===== src/rtl/cpu_multicycle.sv =====
// cpu_multicycle -- multi-cycle RV32I-subset core.
// A control FSM sequences a decoder, register file and ALU over one shared
// req/ack memory port. Instruction fetches and data accesses both use this
// port, so memories with any latency are supported. The core halts on an
// unsupported opcode or funct field.
//
// Ports:
//   clk, rst            rising-edge clock, asynchronous active-high reset
//   mem_req/mem_we      bus request (held until acked) / write strobe (SW)
//   mem_addr/mem_wdata  word-aligned byte address / store data
//   mem_rdata/mem_ack   read data / handshake; a transfer completes on the
//                       edge where mem_req && mem_ack
//   zero                registered ALU zero flag from the last EXEC
//   halted              core is parked in HALT
//   dbg_ra/dbg_rd       combinational debug read port of the register file
//   cycle_cnt           cycle counter (optional)
//   retire_cnt          retired-instruction counter (optional)
//
// Optional feature: define CPU_PERF_CNT_EN to build the two counters.
// When the macro is undefined, both counter ports read 0 and no counter
// flops are built.
module cpu_multicycle #(
    parameter int unsigned     XLEN     = 32,
    parameter int unsigned     NREG     = 32,
    parameter logic [XLEN-1:0] RESET_PC = {XLEN{1'b0}}
) (
    input  logic                    clk,
    input  logic                    rst,
    output logic                    mem_req,
    output logic                    mem_we,
    output logic [XLEN-1:0]         mem_addr,
    output logic [XLEN-1:0]         mem_wdata,
    input  logic [XLEN-1:0]         mem_rdata,
    input  logic                    mem_ack,
    output logic                    zero,
    output logic                    halted,
    input  logic [$clog2(NREG)-1:0] dbg_ra,
    output logic [XLEN-1:0]         dbg_rd,
    output logic [31:0]             cycle_cnt,
    output logic [31:0]             retire_cnt
);
    localparam int unsigned     RB      = $clog2(NREG);
    localparam logic [XLEN-1:0] PC_STEP = {{(XLEN-3){1'b0}}, 3'b100};

    typedef enum logic [2:0] {
        S_FETCH  = 3'd0,
        S_DECODE = 3'd1,
        S_EXEC   = 3'd2,
        S_MEM    = 3'd3,
        S_WB     = 3'd4,
        S_HALT   = 3'd5
    } state_t;

    typedef enum logic [3:0] {
        OP_ADD  = 4'd0,  OP_SUB  = 4'd1,  OP_AND  = 4'd2,  OP_OR   = 4'd3,
        OP_XOR  = 4'd4,  OP_SLT  = 4'd5,  OP_ADDI = 4'd6,  OP_LW   = 4'd7,
        OP_SW   = 4'd8,  OP_BEQ  = 4'd9,  OP_BNE  = 4'd10, OP_JAL  = 4'd11,
        OP_LUI  = 4'd12, OP_ILL  = 4'd15
    } op_t;

    state_t          state_r, state_nx_s;
    op_t             op_s;
    logic [31:0]     ir_r;
    logic [XLEN-1:0] pc_r, a_r, b_r, aluout_r, mdr_r;
    logic            zero_r;
    logic [XLEN-1:0] rf_r [NREG];

    logic [XLEN-1:0] imm_i_s, imm_s_s, imm_b_s, imm_u_s, imm_j_s;
    logic [XLEN-1:0] alu_s, wb_data_s;
    logic [RB-1:0]   rd_s, rs1_s, rs2_s;
    logic            taken_s;

    // Register indices: bits above log2(NREG) are dropped (index modulo NREG)
    assign rd_s  = ir_r[7  +: RB];
    assign rs1_s = ir_r[15 +: RB];
    assign rs2_s = ir_r[20 +: RB];

    // Sign-extended immediates for every instruction format
    assign imm_i_s = {{(XLEN-12){ir_r[31]}}, ir_r[31:20]};
    assign imm_s_s = {{(XLEN-12){ir_r[31]}}, ir_r[31:25], ir_r[11:7]};
    assign imm_b_s = {{(XLEN-13){ir_r[31]}}, ir_r[31], ir_r[7], ir_r[30:25], ir_r[11:8], 1'b0};
    assign imm_u_s = {{(XLEN-20){ir_r[31]}}, ir_r[31:12]};
    assign imm_j_s = {{(XLEN-21){ir_r[31]}}, ir_r[31], ir_r[19:12], ir_r[20], ir_r[30:21], 1'b0};

    // Instruction decode: classify IR, anything unsupported becomes OP_ILL
    always_comb begin
        op_s = OP_ILL;
        case (ir_r[6:0])
            7'b0110011: begin
                case ({ir_r[31:25], ir_r[14:12]})
                    10'b0000000_000: op_s = OP_ADD;
                    10'b0100000_000: op_s = OP_SUB;
                    10'b0000000_111: op_s = OP_AND;
                    10'b0000000_110: op_s = OP_OR;
                    10'b0000000_100: op_s = OP_XOR;
                    10'b0000000_010: op_s = OP_SLT;
                    default:         op_s = OP_ILL;
                endcase
            end
            7'b0010011: op_s = (ir_r[14:12] == 3'b000) ? OP_ADDI : OP_ILL;
            7'b0000011: op_s = (ir_r[14:12] == 3'b010) ? OP_LW   : OP_ILL;
            7'b0100011: op_s = (ir_r[14:12] == 3'b010) ? OP_SW   : OP_ILL;
            7'b1100011: begin
                case (ir_r[14:12])
                    3'b000:  op_s = OP_BEQ;
                    3'b001:  op_s = OP_BNE;
                    default: op_s = OP_ILL;
                endcase
            end
            7'b1101111: op_s = OP_JAL;
            7'b0110111: op_s = OP_LUI;
            default:    op_s = OP_ILL;
        endcase
    end

    // ALU: branches subtract so that zero reflects rs1 == rs2
    always_comb begin
        alu_s = {XLEN{1'b0}};
        case (op_s)
            OP_ADD:  alu_s = a_r + b_r;
            OP_SUB:  alu_s = a_r - b_r;
            OP_AND:  alu_s = a_r & b_r;
            OP_OR:   alu_s = a_r | b_r;
            OP_XOR:  alu_s = a_r ^ b_r;
            OP_SLT:  alu_s = {{(XLEN-1){1'b0}}, ($signed(a_r) < $signed(b_r))};
            OP_ADDI: alu_s = a_r + imm_i_s;
            OP_LW:   alu_s = a_r + imm_i_s;
            OP_SW:   alu_s = a_r + imm_s_s;
            OP_BEQ:  alu_s = a_r - b_r;
            OP_BNE:  alu_s = a_r - b_r;
            OP_JAL:  alu_s = pc_r + PC_STEP;
            OP_LUI:  alu_s = {imm_u_s[XLEN-13:0], 12'h000};
            default: alu_s = {XLEN{1'b0}};
        endcase
    end

    assign taken_s   = (op_s == OP_BEQ) ? (a_r == b_r) : (a_r != b_r);
    assign wb_data_s = (op_s == OP_LW) ? mdr_r : aluout_r;

    // State register
    always_ff @(posedge clk or posedge rst) begin
        if (rst) begin
            state_r <= S_FETCH;
        end else begin
            state_r <= state_nx_s;
        end
    end

    // Next-state logic; mem_ack is only looked at in FETCH and MEM
    always_comb begin
        state_nx_s = state_r;
        case (state_r)
            S_FETCH:  state_nx_s = mem_ack ? S_DECODE : S_FETCH;
            S_DECODE: state_nx_s = (op_s == OP_ILL) ? S_HALT : S_EXEC;
            S_EXEC: begin
                case (op_s)
                    OP_ADD, OP_SUB, OP_AND, OP_OR, OP_XOR, OP_SLT,
                    OP_ADDI, OP_JAL, OP_LUI: state_nx_s = S_WB;
                    OP_LW, OP_SW:            state_nx_s = S_MEM;
                    OP_BEQ, OP_BNE:          state_nx_s = S_FETCH;
                    default:                 state_nx_s = S_HALT;
                endcase
            end
            S_MEM: begin
                if (mem_ack) begin
                    state_nx_s = (op_s == OP_LW) ? S_WB : S_FETCH;
                end else begin
                    state_nx_s = S_MEM;
                end
            end
            S_WB:    state_nx_s = S_FETCH;
            S_HALT:  state_nx_s = S_HALT;
            default: state_nx_s = S_HALT;
        endcase
    end

    // Bus and status outputs; rst gates the bus off without waiting for an edge
    always_comb begin
        mem_req   = 1'b0;
        mem_we    = 1'b0;
        mem_addr  = {pc_r[XLEN-1:2], 2'b00};
        mem_wdata = {XLEN{1'b0}};
        halted    = 1'b0;
        if (rst) begin
            mem_req = 1'b0;
        end else begin
            case (state_r)
                S_FETCH: mem_req = 1'b1;
                S_MEM: begin
                    mem_req  = 1'b1;
                    mem_addr = {aluout_r[XLEN-1:2], 2'b00};
                    if (op_s == OP_SW) begin
                        mem_we    = 1'b1;
                        mem_wdata = b_r;
                    end else begin
                        mem_we    = 1'b0;
                    end
                end
                S_HALT:  halted = 1'b1;
                default: mem_req = 1'b0;
            endcase
        end
    end

    assign zero = zero_r;

    // Datapath registers: IR, operand latches, ALUOUT, MDR, PC, zero flag
    always_ff @(posedge clk or posedge rst) begin
        if (rst) begin
            ir_r     <= 32'h0000_0000;
            pc_r     <= RESET_PC;
            a_r      <= {XLEN{1'b0}};
            b_r      <= {XLEN{1'b0}};
            aluout_r <= {XLEN{1'b0}};
            mdr_r    <= {XLEN{1'b0}};
            zero_r   <= 1'b0;
        end else begin
            case (state_r)
                S_FETCH: begin
                    if (mem_ack) ir_r <= mem_rdata[31:0];
                end
                S_DECODE: begin
                    a_r <= rf_r[rs1_s];
                    b_r <= rf_r[rs2_s];
                end
                S_EXEC: begin
                    aluout_r <= alu_s;
                    zero_r   <= (alu_s == {XLEN{1'b0}});
                    if (op_s == OP_BEQ || op_s == OP_BNE) begin
                        pc_r <= taken_s ? (pc_r + imm_b_s) : (pc_r + PC_STEP);
                    end else if (op_s == OP_JAL) begin
                        pc_r <= pc_r + imm_j_s;
                    end
                end
                S_MEM: begin
                    if (mem_ack) begin
                        if (op_s == OP_LW) mdr_r <= mem_rdata;
                        else               pc_r  <= pc_r + PC_STEP;
                    end
                end
                S_WB: begin
                    // JAL already redirected the PC in EXEC
                    if (op_s != OP_JAL) pc_r <= pc_r + PC_STEP;
                end
                default: pc_r <= pc_r;
            endcase
        end
    end

    // Register file; x0 is never written so it always reads 0
    always_ff @(posedge clk or posedge rst) begin
        if (rst) begin
            for (int i = 0; i < int'(NREG); i++) rf_r[i] <= {XLEN{1'b0}};
        end else if (state_r == S_WB && rd_s != {RB{1'b0}}) begin
            rf_r[rd_s] <= wb_data_s;
        end
    end

    assign dbg_rd = (dbg_ra == {RB{1'b0}}) ? {XLEN{1'b0}} : rf_r[dbg_ra];

`ifdef CPU_PERF_CNT_EN
    logic [31:0] cycle_cnt_r, retire_cnt_r;
    logic        retire_evt_s;

    // An instruction retires when control returns to FETCH from EXEC/MEM/WB
    assign retire_evt_s = (state_r == S_EXEC || state_r == S_MEM || state_r == S_WB)
                          && (state_nx_s == S_FETCH);

    // Performance counters, frozen in HALT; the cycle counter saturates
    always_ff @(posedge clk or posedge rst) begin
        if (rst) begin
            cycle_cnt_r  <= 32'd0;
            retire_cnt_r <= 32'd0;
        end else if (state_r != S_HALT) begin
            if (cycle_cnt_r != 32'hFFFF_FFFF) cycle_cnt_r <= cycle_cnt_r + 32'd1;
            if (retire_evt_s)                 retire_cnt_r <= retire_cnt_r + 32'd1;
        end
    end

    assign cycle_cnt  = cycle_cnt_r;
    assign retire_cnt = retire_cnt_r;
`else
    assign cycle_cnt  = 32'd0;
    assign retire_cnt = 32'd0;
`endif

endmodule

===== config.mk =====
export PLATFORM = sky130hd
export DESIGN_NAME = cpu_multicycle
export DESIGN_NICKNAME = d
export VERILOG_FILES = /design/src/rtl/cpu_multicycle.sv
export SDC_FILE = /design/constraint.sdc
export NUM_CORES = 2
export LEC_CHECK = 0
export BUFFER_PORTS_ARGS = -buffer_cell sky130_fd_sc_hd__buf_2
export CORE_MARGIN = 2
export CORE_UTILIZATION = 50
export DETAILED_ROUTE_END_ITERATION = 7
export PLACE_DENSITY = 0.74
export SKIP_LAST_GASP = 1
export SYNTH_ARGS = -nofsm -noshare
export SYNTH_HDL_FRONTEND = slang
export SYNTH_SLANG_ARGS = --single-unit

===== constraint.sdc =====
create_clock -name clk -period 52.8 [get_ports clk]
set_input_delay 10.56 -clock clk [delete_from_list [all_inputs] [get_ports clk]]
set_output_delay 10.56 -clock clk [all_outputs]
set_load 0.005 [all_outputs]

==> results.sh <==
export IMPL_synthCells=7039
export IMPL_crit_path_max_incr_delay_ps=840
export IMPL_synth_area_leaders="dfrtp_1 (39%), mux4_2 (28%), a21oi_1 (4.4%)"
export IMPL_core_sq_um=155800
export IMPL_leakage_nw=35.54
export IMPL_die_area_sq_um=159800
export IMPL_startpoint_type="input pin"
export IMPL_clockBufferDepth=3
export IMPL_viasPerCell=7.056
export IMPL_io_pins=204
export IMPL_grt_max_degree=191
export IMPL_design_area_sq_um=84980
export IMPL_critical_path_arrival_ps=14720
export IMPL_seq_power_share_pct=45.6
export IMPL_syn2layout_area_growth_pct=8.551
export IMPL_synth_top_area_share_pct=38.97
export IMPL_grt_use_met2_pct=50.87
export IMPL_die_w_um=399.7
export IMPL_hpwlAfterDp_um=165700
export IMPL_port_buffers=137
export IMPL_clk_pin_slew_worst_paths_ps=60
export IMPL_clkPwrFrac_pct=48.1
export IMPL_syn_area_sq_um=78290
export IMPL_htree_levels=4
export IMPL_placed_area_sq_um=80310
export IMPL_tightest_slew_ps=1302
export IMPL_ys_warn_count=0
export IMPL_hold_path_depth=0
export IMPL_max_freq_ghz=0.03955
export IMPL_critPathKind="input pin to output pin"
export IMPL_routedWlPerCell_um=29.93
export IMPL_holdCritPathClass="register to register"
export IMPL_grt_first_pass_wirelength_um=398700
export IMPL_numCtsBuffers=131
export IMPL_reg2reg_depth=22
export IMPL_cts_resized=0
export IMPL_synth_edf_count=0
export IMPL_critPathMaxFanout=79
export IMPL_die_h_um=399.7
export IMPL_final_nets=6992
export IMPL_ys_seq_area_share_pct=38.97
export IMPL_wl_um=267600
export IMPL_cts_setup_buffers=0
export IMPL_drv_slew=0
export IMPL_dr_total_vias=63077
export IMPL_tns_ps=0
export IMPL_power_internal_mw=1.567
export IMPL_use_met3_pct=9.902
export IMPL_cp_depth=8
export IMPL_max_cap_violations=0
export IMPL_synth_distinct_cells=98
export IMPL_post_synth_top_count_cell="dfrtp_1"
export IMPL_cp_required_ps=42240
export IMPL_comb_power_share_pct=6.3
export IMPL_switchingPower_mw=0.5040
export IMPL_start_util_pct=50.23
export IMPL_rsz0062_at_grt="false"
export IMPL_layout_drive_gt1_share_pct=24.52
export IMPL_synth_top_cells_by_count="dfrtp_1 (1219), mux4_2 (960), nor2_1 (746)"
export IMPL_powerDensity_nw_per_um2=24.37
export IMPL_period_share_pct=47.88
export IMPL_finalClockSkew_ps=42.91
export IMPL_avgSynthCellArea_sq_um=11.12
export IMPL_cts_root_buffer="clkbuf_16"
export IMPL_cts_num_sinks=1219
export IMPL_cts_tree="done"
export IMPL_hold_viol_final=0
export IMPL_drc_errors=0
export IMPL_crit_path_end_kind="output pin"
export IMPL_synth_flop_cell="dfrtp_1"
export IMPL_yosysTopAreaCell="dfrtp_1"
export IMPL_grt_antenna_before_repair=13
export IMPL_peakVddDrop_uv=21.76
export IMPL_setup_viol=0
export IMPL_swShare_pct=24.34
export IMPL_holdBufCountCts=0
export IMPL_slowest_stage="buf_4"
export IMPL_grt_overflow=0
export IMPL_slew_headroom_pct=13.01
export IMPL_globalplace_congestion=1.004
export IMPL_crit_buf_inv=4
export IMPL_final_antenna_net_count=0
export IMPL_fin_crit_ps=25280
export IMPL_async_flop_share_pct=100.0
export IMPL_ys_ff_latch=1219
export IMPL_use_met1_pct=43.08
export IMPL_drt_iter0_markers=9794
export IMPL_grt_usage_pct=33.65
export IMPL_grt_busiest_layer="met2"
export IMPL_clock_latency_ps=810
export IMPL_cp_cell_sequence="buf_8 > buf_4 > buf_4 > mux4_2 > mux4_2 > mux2i_1 > nor2_1 > buf_2"
export IMPL_crit_family="buffers and inverters"
export IMPL_grt_pass1_vias=61576
export IMPL_rows=145
export IMPL_dr_pass1_iters=7
export IMPL_status="completed"
## power by group through the flow
| stage | combinational, mW | sequential [mW] | clock, mW |
|---|---|---|---|
| after global placement | 0.128 | 0.961 | 0 |
| after detailed placement | 0.130 | 0.961 | 0 |
| after global routing | 0.140 | 0.943 | 1.04 |
| final | 0.131 | 0.944 | 0.996 |
| after floorplan | 0.102 | 0.956 | 0 |
| after CTS | 0.131 | 0.943 | 0.999 |
## state kept, by name, indices dropped and copies added (netlist names)
signal / cells
aluout_r: 32
mdr_r: 32
zero: 1
a_r: 32
pc_r: 31
b_r: 32
state_r: 3
ir_r: 32
rf_r: 1024
## layer usage
| layer | vias to the layer above | wire, um |
|---|---|---|
| li1 | 25547 | - |
| met1 | 31621 | 92570 |
| met2 | 4762 | 120600 |
| met3 | 1137 | 35350 |
| met4 | 10 | 19050 |
| met5 | - | 61 |
## final timing paths
path / startpoint / endpoint / slack [ps]
setup / recovery: dbg_ra[0] / dbg_rd[12] / 27520
hold / removal: rf_r[1007] / rf_r[1007] / 410
setup reg to reg: ir_r[13] / zero / 44370
hold reg to reg: rf_r[1007] / rf_r[1007] / 410
max in group asynchronous: rst / rf_r[240] / 38910
min in group asynchronous: rst / state_r[2] / 9920
## cell usage in the layout, fill, tap and decap left out, types with 17 or more instances in the layout
cell,netlist,final
nor2_4,1,18
clkinv_2,1,22
nor4_1,19,19
dfrtp_1,1219,1209
o211ai_1,22,22
mux2_2,96,96
a211oi_1,23,23
xor2_1,41,41
mux2i_2,0,32
nand4_1,21,21
nand2_1,742,728
clkbuf_16,0,136
or3_1,19,19
nor3_1,54,51
nand3_1,54,54
a21oi_1,682,682
mux4_2,960,960
buf_2,16,132
mux2i_1,139,107
a21o_1,34,34
nand2b_1,20,19
xnor2_1,66,66
o22ai_1,22,22
clkbuf_8,0,27
and2_1,17,17
a22oi_1,30,30
nor2_1,746,728
ha_1,177,177
inv_1,118,117
o21ai_0,645,645
and3_1,57,55
conb_1,1,66
buf_4,70,138
## worst reg2reg max path: cells and delay by family, from the launching register on
| kind | cells | cell delay, ps |
|---|---|---|
| fa+ha+maj | 1 | 290 |
| compound gates | 10 | 3890 |
| buf+inv | 2 | 730 |
| xor+xnor | 1 | 170 |
| flops | 1 | 600 |
| simple gates | 8 | 2650 |
## final cells by class
class                   instances  area, sq um
clock inverters                65        838.3
diodes                          6        15.01
inverters                     120        459.2
fillers                     12626        70860
well taps                    2058         2575
flip-flops and latches       1219        30540
clock buffers                 173         3812
multi-input cells            5020        44880
repair buffers                279         1858
## stage by stage
stage / total power [mW] / hold slack, ps / util (%) / std cells / worst slack, ps
after global placement: 1.089 / 398.7 / 51.53 / 8696 / 27610
after CTS: 2.073 / 418.6 / 54.52 / 8934 / 27450
after detailed placement: 1.091 / 404.0 / 51.53 / 8696 / 27470
final: 2.071 / 414.8 / 54.53 / 8940 / 27520
after floorplan: 1.058 / 445.2 / - / 7104 / 4291
after global routing: 2.121 / 427.9 / 54.52 / 8936 / 27280
## cells by family (layout without fill, tap and decap cells)
kind of cell | count (synthesis) | count (layout) | share of synthesized area (%)
fa+ha+maj | 181 | 181 | 2.931
buf+inv | 865 | 637 | 4.529
xor+xnor | 108 | 108 | 1.226
mux | 1195 | 1195 | 30.78
compound gates | 1649 | 1649 | 11.80
flops | 1219 | 1219 | 38.97
other cells | 1 | 72 | 0.004790
simple gates | 1821 | 1821 | 9.769
Note: power is estimated with default switching activity, not from simulation.
